===== config.mk =====
export PLATFORM = sky130hd
export DESIGN_NAME = branch_check_queue
export DESIGN_NICKNAME = d
export VERILOG_FILES = /design/src/rtl/branch_check_queue_pkg.sv /design/src/rtl/branch_check_queue_compare.sv /design/src/rtl/branch_check_queue.sv
export SDC_FILE = /design/constraint.sdc
export NUM_CORES = 1
export LEC_CHECK = 0
export CORE_AREA = 2 2 148 150
export CTS_BUF_LIST = sky130_fd_sc_hd__clkbuf_4
export DETAILED_ROUTE_END_ITERATION = 10
export DIE_AREA = 0 0 150 152
export DONT_BUFFER_PORTS = 1
export PLACE_DENSITY = 0.86
export REMOVE_ABC_BUFFERS = 1
export SLEW_MARGIN = 20
export SYNTH_ARGS = -nofsm -noshare
export SYNTH_HDL_FRONTEND = slang
export SYNTH_SLANG_ARGS = --single-unit

===== constraint.sdc =====
create_clock -name clk -period 4.3 [get_ports clk]
set_clock_uncertainty 0.05 [all_clocks]
set_input_delay 0.645 -clock clk [delete_from_list [all_inputs] [get_ports clk]]
set_output_delay 0.645 -clock clk [all_outputs]
set_load 0.02 [all_outputs]

===== src/rtl/branch_check_queue_pkg.sv =====
// Shared types and helpers for the in-flight branch check queue.
// The mispredict rule is kept here so that hazard logic elsewhere applies the same test.
package branch_check_queue_pkg;

  localparam int BCQ_PCW = 9;

  typedef struct packed {
    logic [BCQ_PCW-1:0] pc;
    logic               pred;
    logic [BCQ_PCW-1:0] target;
  } bcq_entry_t;

  // A not-taken prediction carries no meaningful target, so the target only matters when taken.
  function automatic logic mispredicted(bcq_entry_t e, logic taken, logic [BCQ_PCW-1:0] target);
    return (taken != e.pred) || (taken && (target != e.target));
  endfunction

endpackage


===== src/rtl/branch_check_queue_compare.sv =====
// Per-slot comparator: flags a mispredict and computes the correct next fetch PC.
module bcq_compare
  import branch_check_queue_pkg::*;
(
  input  bcq_entry_t         i_entry,
  input  logic               i_taken,
  input  logic [BCQ_PCW-1:0] i_target,
  output logic               o_mis,
  output logic [BCQ_PCW-1:0] o_next_pc
);

  assign o_mis     = mispredicted(i_entry, i_taken, i_target);
  assign o_next_pc = i_taken ? i_target : i_entry.pc + BCQ_PCW'(1);

endmodule


===== src/rtl/branch_check_queue.sv =====
// In-order queue of predicted branches; resolves up to two per cycle from the head,
// drives the predictor update bus and flushes everything on a mispredict.
module branch_check_queue
  import branch_check_queue_pkg::*;
#(
  parameter int DEPTH = 8,
  parameter int PCW   = BCQ_PCW
) (
  input  logic                     clk,
  input  logic                     reset,
  input  logic                     enq_valid1,
  input  logic                     enq_valid2,
  input  logic [PCW-1:0]           enq_pc1,
  input  logic [PCW-1:0]           enq_pc2,
  input  logic                     enq_pred1,
  input  logic                     enq_pred2,
  input  logic [PCW-1:0]           enq_target1,
  input  logic [PCW-1:0]           enq_target2,
  output logic                     enq_ready,
  input  logic                     res_valid1,
  input  logic                     res_valid2,
  input  logic                     res_taken1,
  input  logic                     res_taken2,
  input  logic [PCW-1:0]           res_target1,
  input  logic [PCW-1:0]           res_target2,
  output logic                     branch1,
  output logic                     branch2,
  output logic                     branch_taken1,
  output logic                     branch_taken2,
  output logic [PCW-1:0]           pcM1,
  output logic [PCW-1:0]           pcM2,
  output logic [PCW-1:0]           targetM1,
  output logic [PCW-1:0]           targetM2,
  output logic                     mispredict,
  output logic [PCW-1:0]           redirect_pc,
  output logic [$clog2(DEPTH):0]   count,
  output logic                     overflow,
  output logic                     underflow
);

  localparam int AW = $clog2(DEPTH);
  localparam logic [AW:0] DEPTH_C = (AW+1)'(DEPTH);

  bcq_entry_t    r_mem [DEPTH];
  logic [AW-1:0] r_head, r_tail;
  logic [AW:0]   r_count;

  logic [AW:0]   w_free, w_nreq, w_nacc, w_npops;
  logic [AW-1:0] w_head1, w_tail1;
  logic          w_rv1, w_rv2, w_tk1, w_pop1, w_pop2, w_under, w_over;
  logic [PCW-1:0] w_tg1;
  logic          w_c1_mis, w_c2_mis, w_mis1, w_acc2, w_mis2, w_flush;
  logic [PCW-1:0] w_c1_npc, w_c2_npc;
  bcq_entry_t    w_e1, w_e2, w_d1, w_d2;

  assign count     = r_count;
  assign w_free    = DEPTH_C - r_count;
  assign enq_ready = w_free >= (AW+1)'(2);

  // A lone res_valid2 still resolves the head, using the slot-2 outcome.
  assign w_rv1   = res_valid1 | res_valid2;
  assign w_rv2   = res_valid1 & res_valid2;
  assign w_tk1   = res_valid1 ? res_taken1  : res_taken2;
  assign w_tg1   = res_valid1 ? res_target1 : res_target2;
  assign w_pop1  = w_rv1 && (r_count != '0);
  assign w_pop2  = w_rv2 && (r_count >= (AW+1)'(2));
  assign w_under = (w_rv1 && !w_pop1) || (w_rv2 && !w_pop2);

  assign w_head1 = r_head + AW'(1);
  assign w_tail1 = r_tail + AW'(1);
  assign w_e1    = r_mem[r_head];
  assign w_e2    = r_mem[w_head1];

  bcq_compare u_cmp1 (.i_entry(w_e1), .i_taken(w_tk1), .i_target(w_tg1),
                      .o_mis(w_c1_mis), .o_next_pc(w_c1_npc));
  bcq_compare u_cmp2 (.i_entry(w_e2), .i_taken(res_taken2), .i_target(res_target2),
                      .o_mis(w_c2_mis), .o_next_pc(w_c2_npc));

  assign w_mis1  = w_pop1 & w_c1_mis;
  assign w_acc2  = w_pop2 & ~w_mis1;
  assign w_mis2  = w_acc2 & w_c2_mis;
  assign w_flush = w_mis1 | w_mis2;
  assign w_npops = (AW+1)'(w_pop1) + (AW+1)'(w_acc2);

  // Room is judged on the registered count; same-cycle pops do not make extra space.
  assign w_nreq  = (AW+1)'(enq_valid1) + (AW+1)'(enq_valid2);
  assign w_over  = w_nreq > w_free;
  assign w_nacc  = w_over ? w_free : w_nreq;

  always_comb begin
    w_d2 = '{pc: enq_pc2, pred: enq_pred2, target: enq_target2};
    w_d1 = '{pc: enq_pc1, pred: enq_pred1, target: enq_target1};
    if (!enq_valid1) w_d1 = w_d2;
  end

  always_ff @(posedge clk) begin
    if (!reset && !w_flush) begin
      if (w_nacc != '0)             r_mem[r_tail]  <= w_d1;
      if (w_nacc == (AW+1)'(2))     r_mem[w_tail1] <= w_d2;
    end
  end

  always_ff @(posedge clk) begin
    if (reset) begin
      r_head        <= '0;
      r_tail        <= '0;
      r_count       <= '0;
      overflow      <= 1'b0;
      underflow     <= 1'b0;
      branch1       <= 1'b0;
      branch2       <= 1'b0;
      branch_taken1 <= 1'b0;
      branch_taken2 <= 1'b0;
      pcM1          <= '0;
      pcM2          <= '0;
      targetM1      <= '0;
      targetM2      <= '0;
      mispredict    <= 1'b0;
      redirect_pc   <= '0;
    end else begin
      if (w_flush) begin
        r_head  <= r_tail;
        r_count <= '0;
      end else begin
        r_head  <= r_head + w_npops[AW-1:0];
        r_tail  <= r_tail + w_nacc[AW-1:0];
        r_count <= r_count + w_nacc - w_npops;
      end
      overflow      <= overflow  | w_over;
      underflow     <= underflow | w_under;
      branch1       <= w_pop1;
      branch2       <= w_acc2;
      branch_taken1 <= w_pop1 & w_tk1;
      branch_taken2 <= w_acc2 & res_taken2;
      pcM1          <= w_pop1 ? w_e1.pc     : '0;
      pcM2          <= w_acc2 ? w_e2.pc     : '0;
      targetM1      <= w_pop1 ? w_tg1       : '0;
      targetM2      <= w_acc2 ? res_target2 : '0;
      mispredict    <= w_flush;
      redirect_pc   <= w_mis1 ? w_c1_npc : (w_mis2 ? w_c2_npc : '0);
    end
  end

endmodule

==> results.txt, run 1 <==
core area: 21,400 µm²
GR Util All Layers: 28.3%
fraction of layout cells with a size suffix above 1: 41.8%
Rows: 54
critical path class: register to register
run status: completed
Synth warnings: 0
Seq/Total Area, Yosys: 46.2%
internal power: 0.00497 W
# H-tree levels: 2
CP Max Fanout: 29
Primary FF master, synth: edfxtp_1
Skew-Pair Late Insertion Delay: 680 ps
Synth cell types: 62
Bufs on Longest Clock Path: 3
DIE AREA: 22,800 µm²
hpwl dp: 22,000 µm
gpl congestion: 0.912
Period minus WS final: 4220 ps
FF+latch count, synth: 214
EDFF count, synth: 152
first-pass GRT wire length: 48,800 µm
P per Cell Area: 568 nW/µm²
CTS tree: done
placed insts: 1,142
max-slew violations: 0
Mean Syn Cell Area: 14.3 µm²
clock tree root driver cell: clkbuf_4
die width: 150 µm
Initial Utilization: 58.8%
Pleak: 4.87 nW
CP Capture Type: register
Hold Vio Cnt, Final: 0
combinational power share: 44.0%
Area after DPL: 13,000 µm²
switching power of the nets: 0.00283 W
clk sink count: 214
Worst setup SP type: register
RSZ-0062 raised after global routing: true
Hold Path Class: input port to register
initial antenna violation count: 1
WL final: 31,900 µm
Synth area leaders: edfxtp_1 (36%), mux2_2 (13%), mux4_2 (12%)
Req. time, crit path: 4580 ps
dominant cell type by area after synthesis: edfxtp_1
# DRC: 0
die height: 152 µm
clk slew on worst S/H paths: 70 ps
Max Cap Viol: 0
Slew @ Worst Pin: 798 ps
First-pass DRT Iterations: 5
IO Pins: 121
Via density: 6.52
grt total ovfl: 0
Max Freq: 237 MHz
Initial DRC Count: 928
fin nets: 1,007
routed len/inst: 25.8 µm
vias in the first global route: 8,328
Sw Share: 36.3%
worst vdd ir: 0.000220 V
fill count: 1,489
cells after synthesis: 880
clock power share: 20.7%
largest net degree at the start of global routing: 45
power share of the sequential group: 35.2%
Layout Cells excl Fill: 1,236
# setup viols final: 0
antenna viol nets, final: 0
routed vias: 8,057
TritonCTS Buffers: 53
normalized max-slew margin: 46.8%
final instance area: 13,700 µm²
Crit path arrival time: 4500 ps
Post-synth ARST share: 0%
Layout area overhead: 9.34%
Post-Syn Area: 12,600 µm²
Buffers on Ports: 0
period utilisation layout: 98.1%
share of the synthesized area in the top cell type: 36.3%
-- kinds of logic after synthesis --
family          synth area share, %
mux                            33.7
compound gates                 3.00
other cells                  0.0298
flops                          46.2
buf+inv                        4.33
simple gates                   6.94
fa+ha+maj                      2.21
xor+xnor                       3.55
-- routing by layer --
metal  share of wire, %  global-route usage, %
met1                 38                   37.4
met2                 49                   45.5
met3                9.4                   6.10
met4                3.8                   11.7
met5                  0                      0
-- synth_stat cells (all sizes together), types with 3 or more instances --
library cell	instances
mux2i	57
nand4	8
o31ai	3
nand2b	5
a21oi	13
clkbuf	13
o21ai	17
nand3b	3
o22ai	3
nor2b	7
inv	18
xnor2	35
mux4	71
or3	6
nor3	6
o21bai	4
buf	47
xor2	15
nand3	10
edfxtp	152
nand2	18
and2	18
and4b	3
ha	19
nor2	56
nor3b	3
mux2	175
a22oi	6
dfxtp	62
-- placed cells by master (no fill, tap or decap), types with 3 or more instances in the layout --
master	netlist	layout
nand2_1	18	18
buf_12	2	13
mux2_1	4	4
and2_1	17	17
edfxtp_1	152	152
dfxtp_1	62	60
mux2_4	23	23
xnor2_1	34	34
nor2b_1	7	7
nand4_1	4	4
nor2_1	56	56
o21ai_2	0	4
nor3_1	6	6
o31ai_1	3	3
inv_1	18	18
nand3_1	10	9
buf_4	3	29
nand2b_1	5	5
mux4_2	68	69
nor3b_1	3	3
xor2_1	15	15
o21bai_2	0	3
a21oi_1	13	13
ha_1	19	18
a22oi_1	6	6
o21ai_0	17	12
nand3b_1	3	3
or3_1	5	5
o22ai_1	3	3
mux2i_1	57	56
nand4_4	4	4
clkinv_1	0	6
clkbuf_4	0	80
mux2_2	148	148
-- repair_timing --
action | CTS | global route
buffers inserted | 0 | 2
endpoints found under the hold margin | 15 | 0
hold buffers | 1 | 0
setup endpoints to repair | 0 | 33
gates resized for setup | 0 | 9
-- power groups by stage --
stage	Combinational, W	Sequential (W)	Clock [W]
finish	0.00344	0.00275	0.00162
global route	0.00369	0.00277	0.00175
CTS	0.00333	0.00273	0.00165
detailed placement	0.00331	0.00278	0
global placement	0.00324	0.00276	0
floorplan	0.00230	0.00289	0
-- final timing paths --
| check | from | to | slack, ps | cells past startpoint |
|---|---|---|---|---|
| setup reg to reg | r_head[0] | r_mem[7][10] | 80 | 11 |
| hold / removal | res_target2[6] | targetM2[6] | 30 | 1 |
| hold reg to reg | overflow | overflow | 530 | 2 |
| setup / recovery | r_head[0] | r_mem[7][10] | 80 | 11 |
-- per-stage QoR --
stage	power, W	TNS (ps)	setup WS (ps)	util, %	hold WS [ps]
global route	0.00821	-2580	-100	64.3	23.1
floorplan	0.00519	-1016310	-3840	-	462
finish	0.00780	0	83.8	64.3	34.6
detailed placement	0.00609	0	123	60.8	513
global placement	0.00600	0	213	60.8	508
CTS	0.00771	0	96.6	63.8	2.14
-- sequential cells by signal, summed over array words and instances (netlist names) --
register       cells
r_tail             3
targetM1           9
r_head             3
redirect_pc        9
underflow          1
pcM1               9
targetM2           9
mispredict         1
branch_taken1      1
branch_taken2      1
branch2            1
overflow           1
r_mem            152
count              4
branch1            1
pcM2               9
-- critical path, cell delays in order, from the launching register on --
cell,delay (ps)
dfxtp_4,410
buf_16,200
buf_4,440
mux4_2,390
xnor2_1,210
nand3_1,120
nor3_1,240
o2111a_1,320
a2bb2oi_2,210
nand4b_1,310
o21ai_2,710
buf_12,250
-- cell type report --
type / count / area, µm² / share of cell area (%)
Antenna cell: 1 / 2.50 / 0.0182
Clock buffer: 80 / 601 / 4.37
Clock inverter: 8 / 31.3 / 0.228
Inverter: 19 / 72.6 / 0.528
Multi-Input combinational cell: 587 / 6270 / 45.7
Sequential cell: 214 / 5810 / 42.3
Tap cell: 280 / 350 / 2.55
Timing Repair Buffer: 47 / 593 / 4.32
Power figures use the tool's default switching activity.
==> inputs of run 2 (changes only) <==
--- a/config.mk
+++ b/config.mk
@@ -5,12 +5,13 @@
 export SDC_FILE = /design/constraint.sdc
 export NUM_CORES = 1
 export LEC_CHECK = 0
+export CAP_MARGIN = 10
 export CORE_AREA = 2 2 148 150
 export CTS_BUF_LIST = sky130_fd_sc_hd__clkbuf_4
 export DETAILED_ROUTE_END_ITERATION = 10
 export DIE_AREA = 0 0 150 152
 export DONT_BUFFER_PORTS = 1
-export PLACE_DENSITY = 0.86
+export PLACE_DENSITY = 0.83
 export REMOVE_ABC_BUFFERS = 1
 export SLEW_MARGIN = 20
 export SYNTH_ARGS = -nofsm -noshare
==> constraint.sdc (replaced) <==
create_clock -name clk -period 5 [get_ports clk]
set_clock_uncertainty 0.05 [all_clocks]
set_input_delay 0.75 -clock clk [delete_from_list [all_inputs] [get_ports clk]]
set_output_delay 0.75 -clock clk [all_outputs]
set_load 0.02 [all_outputs]
==> run 2 against run 1 <==
Against the previous run:
- total power down 15%
- combinational power shrank 18%
- hold slack better by 63 ps
- sequential share of layout area rose by 0.87 points
- non-clock buffer count down 12
- sequential cell count unchanged
- first-iteration DRC count rose by 0.65%
- die area unchanged
==> results.txt, run 2 (synthesis gave the netlist of run 1 again) <==
FF+latch area: 5810 µm² (about the same)
Bufs on Longest Clock Path: 3 (unchanged)
HP Start: reset
Initial DRC Count: 934 (+0.65%)
commonest non-fill, non-tap cells in the layout: edfxtp_1 (152), mux2_2 (148), clkbuf_4 (74), mux4_2 (68), dfxtp_1 (60)
CTS tree: done
# DRC: 0 (unchanged)
Skew-Pair Late Insertion Delay: 680 ps (about the same)
worst vdd ir: 0.000304 V (+38%)
Slew @ Worst Pin: 1030 ps (+233 ps)
IO Pins: 121 (unchanged)
first-pass GRT wire length: 47,800 µm (-2.0%)
Rows: 54 (unchanged)
Via density: 6.60 (+1.3%)
initial antenna violation count: 2 (+1)
most common cell after layout, fill and taps aside: edfxtp_1
hold buffers post-CTS: 0 (-1)
fin nets: 994 (-1.3%)
postcts setup bufs: 0 (unchanged)
WL final: 31,400 µm (-1.7%)
# H-tree levels: 2 (unchanged)
die width: 150 µm (unchanged)
clock tree root driver cell: clkbuf_4
routed len/inst: 25.6 µm (-0.81%)
clk slew on worst S/H paths: 80 ps (about the same)
fraction of layout cells with a size suffix above 1: 40.4% (-1.4 points)
run status: completed
Layout area overhead: 7.08%
clk sink count: 214 (unchanged)
Hold Path Class: input port to register
die height: 152 µm (unchanged)
grt total ovfl: 0 (unchanged)
largest net degree at the start of global routing: 73 (+62%)
PostCTS Resize Cnt: 0 (unchanged)
period utilisation layout: 89.1% (-8.9 points)
fill count: 1,574 (+5.7%)
Req. time, crit path: 5500 ps (+920 ps)
TritonCTS Buffers: 52 (-1.9%)
DIE AREA: 22,800 µm² (unchanged)
Crit path arrival time: 4960 ps (+460 ps)
First-pass DRT Iterations: 6 (+1)
Hold Vio Cnt, Final: 0 (unchanged)
multi-input logic area: 6260 µm² (-0.20%)
Buffers on Ports: 0 (unchanged)
Fin Setup TNS: 0 ps (unchanged)
Biggest register: r_mem
final instance area: 13,500 µm² (-2.1%)
routed vias: 8,091 (+0.42%)
Period minus WS final: 4460 ps (+241 ps)
Initial Utilization: 58.8% (unchanged)
hpwl dp: 21,600 µm (-2.0%)
normalized max-slew margin: 30.9% (-16 points)
Hold Path Stages: 1 (unchanged)
gpl congestion: 0.919 (+0.71%)
CP Capture Type: register
antenna viol nets, final: 0 (unchanged)
P per Cell Area: 491 nW/µm² (-14%)
Critical Path Start: r_head[1]
max reg flops: 152 (unchanged)
R2R cell count: 16 (+5)
Worst setup SP type: register
core area: 21,400 µm² (unchanged)
Area after DPL: 12,800 µm² (-1.4%)
vias in the first global route: 8,174 (-1.8%)
Reg-to-Reg Start: r_head[1]
critical path class: register to register
max-slew violations: 0 (unchanged)
RSZ-0062 raised after global routing: false
Max Freq: 224 MHz (-5.4%)
GR Util All Layers: 27.7% (-0.53 points)
CP Max Fanout: 30 (+3.4%)
# setup viols final: 0 (unchanged)
Pleak: 4.74 nW (-2.7%)
Max Cap Viol: 0 (unchanged)
==> run 2: changes by cell type in the layout (fill, tap and decap cells not counted), sizes merged <==
| cell | change |
|---|---|
| buf | -9 |
| clkbuf | -8 |
| clkinv | +4 |
| bufinv | +1 |
| clkinvlp | +1 |
| diode | +1 |
| dlygate4sd3 | -1 |
==> run 2: final timing paths <==
check	to	slack [ps]
setup / recovery	count[3]	540
hold reg to reg	overflow	530
hold / removal	r_head[0]	100
setup reg to reg	count[3]	540
==> run 2: worst max-delay path, stage by stage (launching register included) <==
cell	delay (ps)
dfxtp_2	340
buf_4	470
mux4_1	620
mux2i_1	300
xnor2_1	160
nand3_1	150
or3_4	440
and2_4	210
nor2_1	90
ha_1	200
xnor2_1	130
ha_1	260
ha_1	300
a21o_1	180
a21oi_1	170
xnor2_1	80
and2_1	150
==> run 2: routing by layer <==
metal,GRT usage (%),share of wire (%)
met5,0,0
met4,10.4,3.3
met3,6.16,10
met2,44.2,48
met1,37.3,39
==> run 2: through the flow <==
| step | setup slack (ps) | hold WS, ps | cells | total power, W | util (%) |
|---|---|---|---|---|---|
| detailed placement | 633 | 518 | 1135 | 0.00519 | 60.0 |
| global route | 285 | 66.2 | 1224 | 0.00692 | 63.0 |
| global placement | 633 | 513 | 1135 | 0.00511 | 59.9 |
| CTS | 587 | 56.5 | 1223 | 0.00660 | 63.0 |
| finish | 543 | 97.6 | 1225 | 0.00661 | 63.0 |
| floorplan | -3140 | 462 | 820 | 0.00446 | - |
==> run 2: cell type report <==
cell class,instances,area share (%)
antenna,2,0.0372
clock buffer,74,4.13
clock inverter,14,0.632
inverter,19,0.539
multi-input combinational,587,46.5
sequential,214,43.2
tap,280,2.60
timing repair buffer,35,2.33
==> run 2: report_power, final <==
part | internal [W] | total [W] | leakage, nW | switching [W]
Sequential | 0.00214 | 0.00236 | 1.88 | 0.000221
Combinational | 0.00131 | 0.00283 | 2.48 | 0.00152
Clock | 0.000729 | 0.00142 | 0.381 | 0.000687
Total | 0.00418 | 0.00661 | 4.74 | 0.00243
==> inputs of run 3 (changes only) <==
--- a/config.mk
+++ b/config.mk
@@ -6,10 +6,10 @@
 export NUM_CORES = 1
 export LEC_CHECK = 0
 export CAP_MARGIN = 10
-export CORE_AREA = 2 2 148 150
+export CORE_AREA = 5 5 151 153
 export CTS_BUF_LIST = sky130_fd_sc_hd__clkbuf_4
 export DETAILED_ROUTE_END_ITERATION = 10
-export DIE_AREA = 0 0 150 152
+export DIE_AREA = 0 0 156 158
 export DONT_BUFFER_PORTS = 1
 export PLACE_DENSITY = 0.83
 export REMOVE_ABC_BUFFERS = 1
==> run 3 against run 2 <==
Against the previous run:
- sequential share of layout area decreased by 0.10 points
- sequential power barely moved
- hold slack worse by 34 ps
- clock power about the same
- total power grew 0.41%
- wire length increased by 0.90%
- count of clock-buffer cells in the layout rose by 6
- register-to-register slack got worse by 160 ps
- first-iteration DRC count shrank 18%
- global-route usage shrank 1.6 points
==> results.txt, run 3 (synthesis gave the netlist of run 1 again) <==
run status: completed
metal2 WL: 15,100 µm (+0.36%)
postcts setup bufs: 0 (unchanged)
normalized max-slew margin: 37.2% (+6.3 points)
hold-critical path endpoint: r_head[0]
CP peak stage delay: 630 ps (about the same)
fraction of layout cells with a size suffix above 1: 40.7% (+0.31 points)
GR Util All Layers: 26.1% (-1.6 points)
CP max stage cell: dfxtp_4
Worst setup SP type: register
Max Cap Viol: 0 (unchanged)
die width: 156 µm (+4.0%)
max-slew violations: 0 (unchanged)
Reg2Reg Setup Slack: 380 ps (-160 ps)
grt total ovfl: 0 (unchanged)
Core Util, Final: 63.0% (about the same)
combinational power share: 42.4% (-0.5 points)
Max Freq: 217 MHz (-3.5%)
Buffers on Ports: 0 (unchanged)
initial antenna violation count: 1 (-1)
routed vias: 7,986 (-1.3%)
clock power share: 21.6% (+0.2 points)
fin nets: 996 (+0.20%)
Via density: 6.47 (-2.0%)
CTS tree: done
worst-path cell chain: buf_12 > mux4_2 > mux2i_1 > xnor2_1 > nand3_1 > or3_4 > and2_4 > nor2_1 > ha_1 > xnor2_1 > ha_1 > ha_1 > a21o_1 > a21oi_1 > xnor2_1 > and2_1
CP Max Fanout: 46 (+53%)
Initial DRC Count: 767 (-18%)
Hold Path Stages: 1 (unchanged)
RSZ-0062 raised after global routing: false
internal power: 0.00419 W (+0.34%)
antenna viol nets, final: 0 (unchanged)
core area: 21,400 µm² (+0.32%)
R2R cell count: 16 (unchanged)
commonest non-fill, non-tap cells in the layout: edfxtp_1 (152), mux2_2 (148), clkbuf_4 (80), mux4_2 (68), dfxtp_1 (60)
routed len/inst: 25.7 µm (+0.16%)
post-route worst setup slack: 383 ps (-160 ps)
Period minus WS final: 4620 ps (+160 ps)
total power: 0.00663 W (+0.41%)
PostCTS Resize Cnt: 0 (unchanged)
Hold Slack: 63.4 ps (-34.1 ps)
# H-tree levels: 2 (unchanged)
worst vdd ir: 0.000201 V (-34%)
WL met3: 3200 µm (+0.92%)
vias in the first global route: 8,148 (-0.32%)
Slew @ Worst Pin: 936 ps (-94.2 ps)
Pleak: 4.78 nW (+0.68%)
Req. time, crit path: 5530 ps (+30 ps)
period utilisation layout: 92.3% (+3.2 points)
Biggest register: r_mem
Reg-to-Reg Start: r_head[0]
first-pass GRT wire length: 49,100 µm (+2.7%)
gpl congestion: 0.919 (about the same)
CP Capture Type: register
Sw Share: 36.8% (+0.049 points)
# DRC: 0 (unchanged)
max reg flops: 152 (unchanged)
Rows: 54 (unchanged)
largest net degree at the start of global routing: 47 (-36%)
clk sink count: 214 (unchanged)
Top Metal Used: met4
clk slew on worst S/H paths: 80 ps (about the same)
IO Pins: 121 (unchanged)
die height: 158 µm (+3.9%)
hpwl dp: 21,800 µm (+1.1%)
clock tree root driver cell: clkbuf_4
hold buffers post-CTS: 0 (unchanged)
P per Cell Area: 492 nW/µm² (+0.17%)
critical path class: register to register
WL final: 31,700 µm (+0.90%)
pre-CTS WS: 456 ps (-178 ps)
Skew-Pair Late Insertion Delay: 700 ps (+20 ps)
most common cell after layout, fill and taps aside: edfxtp_1
Initial Utilization: 58.7% (-0.19 points)
switching power of the nets: 0.00244 W (+0.55%)
TritonCTS Buffers: 53 (+1.9%)
Bufs on Longest Clock Path: 3 (unchanged)
power share of the sequential group: 36.0% (+0.3 points)
worst reg2reg endpoint: count[3]
Layout area overhead: 7.34%
wire length on met1: 12,400 µm (+1.9%)
Crit path arrival time: 5150 ps (+190 ps)
HP Start: reset
DIE AREA: 24,600 µm² (+8.1%)
First-pass DRT Iterations: 5 (-1)
# setup viols final: 0 (unchanged)
Hold Vio Cnt, Final: 0 (unchanged)
Hold Path Class: input port to register
run 3: area by class of cell:
cell class	instances	area, µm²
clock buffers	80	601
clock inverters	17	70.1
fillers	1534	7930
well taps	280	350
multi-input cells	587	6250
repair buffers	36	333
diodes	1	2.50
flip-flops and latches	214	5810
inverters	19	72.6
run 3: worst max-delay path: cells and delay by family, from the launching register on:
| kind | cells | cell delay [ps] |
|---|---|---|
| fa+ha+maj | 3 | 780 |
| mux | 2 | 840 |
| xor+xnor | 3 | 390 |
| buf+inv | 1 | 320 |
| simple gates | 5 | 1060 |
| flops | 1 | 630 |
| compound gates | 2 | 360 |
run 3: stage by stage:
step	cells	TNS [ps]	instance area, µm²
3_5_place_dp	1136	0	12800
4_1_cts	1233	0	13500
2_1_floorplan	820	-780700	12100
6_report	1234	0	13500
3_3_place_gp	1136	0	12800
5_1_grt	1234	0	13500
run 3: worst max path at each step:
stage | start | endpoint | slack (ps) | cells after the start
after detailed placement | r_head[0] | count[3] | 460 | 16
after floorplan | r_head[0] | r_mem[0][0] | -3140 | 9
after global placement | r_head[0] | count[3] | 540 | 16
after global routing | r_head[0] | count[2] | 200 | 16
final | r_head[0] | count[3] | 380 | 16
after CTS | r_head[0] | count[3] | 420 | 16
run 3: power groups by stage:
| stage | registers (W) | logic [W] | clock network (W) |
|---|---|---|---|
| 3_5_place_dp | 0.00243 | 0.00279 | 0 |
| 6_report | 0.00239 | 0.00281 | 0.00143 |
| 2_1_floorplan | 0.00248 | 0.00198 | 0 |
| 5_1_grt | 0.00241 | 0.00304 | 0.00156 |
| 4_1_cts | 0.00239 | 0.00280 | 0.00146 |
| 3_3_place_gp | 0.00242 | 0.00274 | 0 |
run 3: layer usage:
| layer | track usage (%) | vias up |
|---|---|---|
| met1 | 35.1 | 3979 |
| li1 | - | 3476 |
| met4 | 9.46 | 0 |
| met3 | 5.90 | 84 |
| met5 | 0 | - |
| met2 | 42.0 | 447 |
